$ cat config.mk
export PLATFORM = sky130hd
export DESIGN_NAME = pdn
export DESIGN_NICKNAME = d
export VERILOG_FILES = /design/src/rtl/pdn.sv
export SDC_FILE = /design/constraint.sdc
export NUM_CORES = 1
export LEC_CHECK = 0
export CAP_MARGIN = 15
export CELL_PAD_IN_SITES_DETAIL_PLACEMENT = 1
export CELL_PAD_IN_SITES_GLOBAL_PLACEMENT = 1
export CORE_ASPECT_RATIO = 0.75
export CORE_UTILIZATION = 52
export DETAILED_ROUTE_END_ITERATION = 10
export DONT_BUFFER_PORTS = 1
export PLACE_DENSITY = 0.86
export SYNTH_ARGS = -nofsm -noshare
export SYNTH_HDL_FRONTEND = slang
export SYNTH_SLANG_ARGS = --single-unit
$ cat constraint.sdc
create_clock -name clk -period 2.41 [get_ports clk]
set_input_delay 0.482 -clock clk [delete_from_list [all_inputs] [get_ports clk]]
set_output_delay 0.482 -clock clk [all_outputs]
set_load 0.02 [all_outputs]
$ cat src/rtl/pdn.sv
// Bufferless 2x2-of-2x2 deflection router: four flits in, the same four flits
// out one cycle later, steered by golden priority, route fields and fixed tie-breaks.
module pdn #(
  parameter int FLIT_W = 10
) (
  input  logic              clk,
  input  logic              rst,
  input  logic [FLIT_W-1:0] north_in,
  input  logic [FLIT_W-1:0] south_in,
  input  logic [FLIT_W-1:0] west_in,
  input  logic [FLIT_W-1:0] east_in,
  output logic [FLIT_W-1:0] north_out,
  output logic [FLIT_W-1:0] south_out,
  output logic [FLIT_W-1:0] east_out,
  output logic [FLIT_W-1:0] west_out
);

  localparam int GOLD_BIT = 9;
  localparam int VERT_BIT = 7;
  localparam int VDIR_BIT = 6;
  localparam int HDIR_BIT = 2;

  typedef logic [FLIT_W-1:0] flit_t;

  // Stage-1 result: one flit towards the vertical block, one towards the horizontal.
  typedef struct packed {
    flit_t v;
    flit_t h;
  } half_pair_t;

  // Stage-2 result: sel1 is the output chosen by direction bit 1 (south/east).
  typedef struct packed {
    flit_t sel1;
    flit_t sel0;
  } port_pair_t;

  function automatic half_pair_t stage1(input flit_t first, input flit_t second);
    half_pair_t res;
    logic       first_wins;
    flit_t      win;
    flit_t      lose;
    // The second input only wins when it alone is golden.
    first_wins = first[GOLD_BIT] | ~second[GOLD_BIT];
    win        = first_wins ? first  : second;
    lose       = first_wins ? second : first;
    res.v      = win[VERT_BIT] ? win  : lose;
    res.h      = win[VERT_BIT] ? lose : win;
    return res;
  endfunction

  function automatic port_pair_t stage2(input flit_t a, input flit_t b,
                                        input logic home_vert,
                                        input logic a_dir, input logic b_dir);
    port_pair_t res;
    logic       a_home;
    logic       b_home;
    logic       a_wins;
    logic       win_dir;
    flit_t      win;
    flit_t      lose;
    a_home = (a[VERT_BIT] == home_vert);
    b_home = (b[VERT_BIT] == home_vert);
    // Golden first, then correctly-routed over misrouted, then block A.
    if (a[GOLD_BIT] != b[GOLD_BIT]) begin
      a_wins = a[GOLD_BIT];
    end else begin
      a_wins = a_home | ~b_home;
    end
    win      = a_wins ? a : b;
    lose     = a_wins ? b : a;
    win_dir  = a_wins ? a_dir : b_dir;
    res.sel1 = win_dir ? win  : lose;
    res.sel0 = win_dir ? lose : win;
    return res;
  endfunction

  half_pair_t blk_a;
  half_pair_t blk_b;
  port_pair_t blk_v;
  port_pair_t blk_h;

  // NOTE: every signal driven here is fully assigned on every evaluation, so no latch is inferred.
  always_comb begin
    blk_a = stage1(north_in, east_in);
    blk_b = stage1(south_in, west_in);
    blk_v = stage2(blk_a.v, blk_b.v, 1'b1, blk_a.v[VDIR_BIT], blk_b.v[VDIR_BIT]);
    blk_h = stage2(blk_a.h, blk_b.h, 1'b0, blk_a.h[HDIR_BIT], blk_b.h[HDIR_BIT]);
  end

  // NOTE: registers use non-blocking assignment so all four outputs update together at the edge.
  always_ff @(posedge clk or posedge rst) begin
    if (rst) begin
      north_out <= '0;
      south_out <= '0;
      east_out  <= '0;
      west_out  <= '0;
    end else begin
      south_out <= blk_v.sel1;
      north_out <= blk_v.sel0;
      east_out  <= blk_h.sel1;
      west_out  <= blk_h.sel0;
    end
  end

endmodule

Word-level counts from Yosys, hierarchy flattened
Cells that the tools add are included.
{"block": "op_classes", "mux": 20, "eq_ne": 2, "bitwise_logic": 8}
{"operator": "2-to-1 mux 10 bit", "count": 16}
{"operator": "2-to-1 mux 1 bit", "count": 4}
{"operator": "NOT 1 bit", "count": 4}
{"operator": "OR 1 bit", "count": 4}
{"operator": "inequality test 1 bit", "count": 2}
{"block": "totals", "wordCells": 34, "output_inout_bits": 40, "ff_bits": 40}

Depth between registers and ports, before layout
{"block": "logic_depth", "word_depth": 9, "mapped_depth": 8, "depth_no_buf": 6}

Worst setup path after synthesis
Ideal clock, no wire load.
{"block": "synth_path", "kind": "input -> register", "start": "in east_in[9]", "end": "reg east_out[5]", "arrival_ps": 2128, "required_time_ps": 2331, "n_path_buf": 2, "setup_slack_ps": 202, "cell_stages": 8, "setup_time_ps": 79, "path_cell_list": "buf_2 > nand2b_4 > mux2i_4 > mux2i_1 > inv_2 > mux2i_4 > buf_6 > mux2i_1"}
{"item": "from (decl)", "line_no": "11", "text": "input logic [FLIT_W-1:0] east_in,"}
{"item": "to (signal assigned)", "line_no": "100", "text": "east_out <= blk_h.sel1;"}
{"item": "to (decl)", "line_no": "14", "text": "output logic [FLIT_W-1:0] east_out,"}

==> impl_metrics.ini <==
[yosys]
synthCells = 175
yosys_warnings = 0
synth_area_um2 = 2150
syn_area_per_cell_um2 = 12.3
yosysTopAreaCellShare = 0.466
synthArstFlopShare = 1.00
synthTopCellsByCount = 65 x mux2i_1, 40 x dfrtp_1, 9 x nand2_1, 7 x nor2_1
ys_seq_area_frac = 0.466
ys_ff_latch = 40
synth_flop_cell = dfrtp_1
synth.most_common_cell = mux2i_1
synth_top_cell_by_area = dfrtp_1
synth_fp_nets = 217
synth_area_leaders = dfrtp_1 47%, mux2i_1 30%, mux2i_4 2.1%
synth_cell_types = 31
synth_edf_count = 0

[clock_network]
cts_tree = built
cts_root_buf = clkbuf_8
cts_sinks = 40
post-cts-setup-buffers = 0
clockBufferDepth = 2
cts-resized-gates = 0
htree_levels = 2
clkTransAtPathRegs_ns = 0.08
cts_hold_buffers = 0
cts_made_buffers = 5

[global_routing]
grt_pass1_vias = 1618
top_usage_layer = met2
grt_use_total = 0.243
grt_max_degree = 41
grt_pass1_wl_mm = 7.94
met2_usage = 0.442
grt_use_met3 = 0.0661
gr-total-overflow = 0
grt_antenna_before_repair = 0
grt_util_met1 = 0.277

[power_and_ir_drop]
p_leak_nw = 1.10
report.power.total_mw = 1.84
ir_drop_uv = 474
pwr_density_cell_nw_per_um2 = 791

[die]
core_um2 = 3800
initial_core_util = 0.564
ioPinCount = 82
die_h_um = 57.6
core.rowCount = 19
die_x_um = 76.2
die_area_um2 = 4390

[route]
drtAntennaViolNets = 0
detail_route.first_pass.iterations = 4
remaining_drc_errors = 0
routed_wl_mm = 4.91
first_iter_violations = 59
wl_per_cell_um = 21.0
routed-via-count = 1418
drt-vias-per-instance = 6.06

[sta]
setup-tns-final_ns = 0
fmax_mhz = 536
tightest_slew_ns = 0.518
slew_headroom = 0.645
post-route-min-period_ns = 1.86
fin_hold_ws_ns = 0.201
fin_ws_ns = 0.546
rsz0062_at_grt = false
slew_viol_final = 0
finalSetupViolations = 0
post-route-period-util = 0.774
hold_viol_final = 0

[cells_and_area]
layout.cells.non_filler = 234
final_area_um2 = 2330
final_net_count = 223
area_delta_synth_final_pct = 8.40
drive_gt1_frac = 0.154
n_antenna_cell = 0
utilization = 0.612
fillers = 379

[run_status]
status = complete, no violations

[worst_setup_path]
end_kind = register
critical_path_arrival_ns = 2.04
cp_max_fo = 5
cp-start-kind = primary input
required_ns = 2.58
crit_type = in -> reg

[place]
post-place-ws_ns = 0.234
gp_congestion = 0.736
placed_cells = 226
port_buffers = 0
post-dp-hpwl_mm = 3.73
placement.cell_area_um2 = 2210

[hold_path]
min_path_type = in -> async

[run]
cap_violations = 0
worst max-delay path: stages:
cell,delay [ns]
nand2b_1,0.15
o21ai_2,0.27
mux2i_1,0.52
mux2i_1,0.21
maj3_1,0.40
flip-flops by register name, summed over array words and instances, names as in the netlist:
| signal | flops |
|---|---|
| east_out | 10 |
| north_out | 10 |
| south_out | 10 |
| west_out | 10 |
worst max path at each step:
stage | start | end | cells past startpoint
after floorplan | east_in[9] | east_out[5] | 8
after global placement | west_in[9] | west_out[9] | 6
after detailed placement | south_in[9] | east_out[9] | 5
after CTS | south_in[9] | east_out[9] | 5
after global routing | south_in[9] | east_out[9] | 5
final | south_in[9] | east_out[9] | 5
power breakdown:
part	switching (mW)	leakage, nW	total [mW]	internal (mW)
combinational	0.184	0.584	0.345	0.161
clock	0.235	0.0541	0.541	0.306
sequential	0.180	0.465	0.954	0.774
cells in the final DEF, fill, tap and decap left out, drive strengths merged:
| cell type | n |
|---|---|
| o32ai | 1 |
| dfrtp | 40 |
| clkinv | 1 |
| and2 | 1 |
| buf | 6 |
| nor3 | 3 |
| nor2 | 7 |
| clkinvlp | 1 |
| a21oi | 6 |
| a211oi | 5 |
| mux2i | 68 |
| or2 | 1 |
| nor2b | 2 |
| a31oi | 1 |
| a22o | 1 |
| inv | 6 |
| bufinv | 1 |
| maj3 | 4 |
| nand2 | 9 |
| nand2b | 5 |
| o21ai | 5 |
| clkbuf | 5 |
| mux2 | 3 |
layer usage:
| layer | up-vias | share of wire |
|---|---|---|
| met3 | 9 | 0.062 |
| li1 | 639 | - |
| met5 | - | 0 |
| met4 | 0 | 0.018 |
| met1 | 713 | 0.40 |
| met2 | 57 | 0.52 |
final cells by class:
cell class              instances  area (um2)  area share
clock inverters                 3        42.5      0.0183
inverters                       6        22.5     0.00968
repair buffers                  6        57.6      0.0247
clock buffers                   5        68.8      0.0296
well taps                      52        65.1      0.0280
flip-flops and latches         40        1000       0.430
multi-input cells             122        1070       0.459
logic make-up (layout without fill, tap and decap cells):
group           after synthesis  in the layout  share of synthesized area
mux                          71             71                      0.348
flops                        40             40                      0.466
simple gates                 28             28                     0.0723
compound gates               19             19                     0.0577
buf+inv                      13             20                     0.0356
fa+ha+maj                     4              4                     0.0198
(Power assumes the default switching activity.)
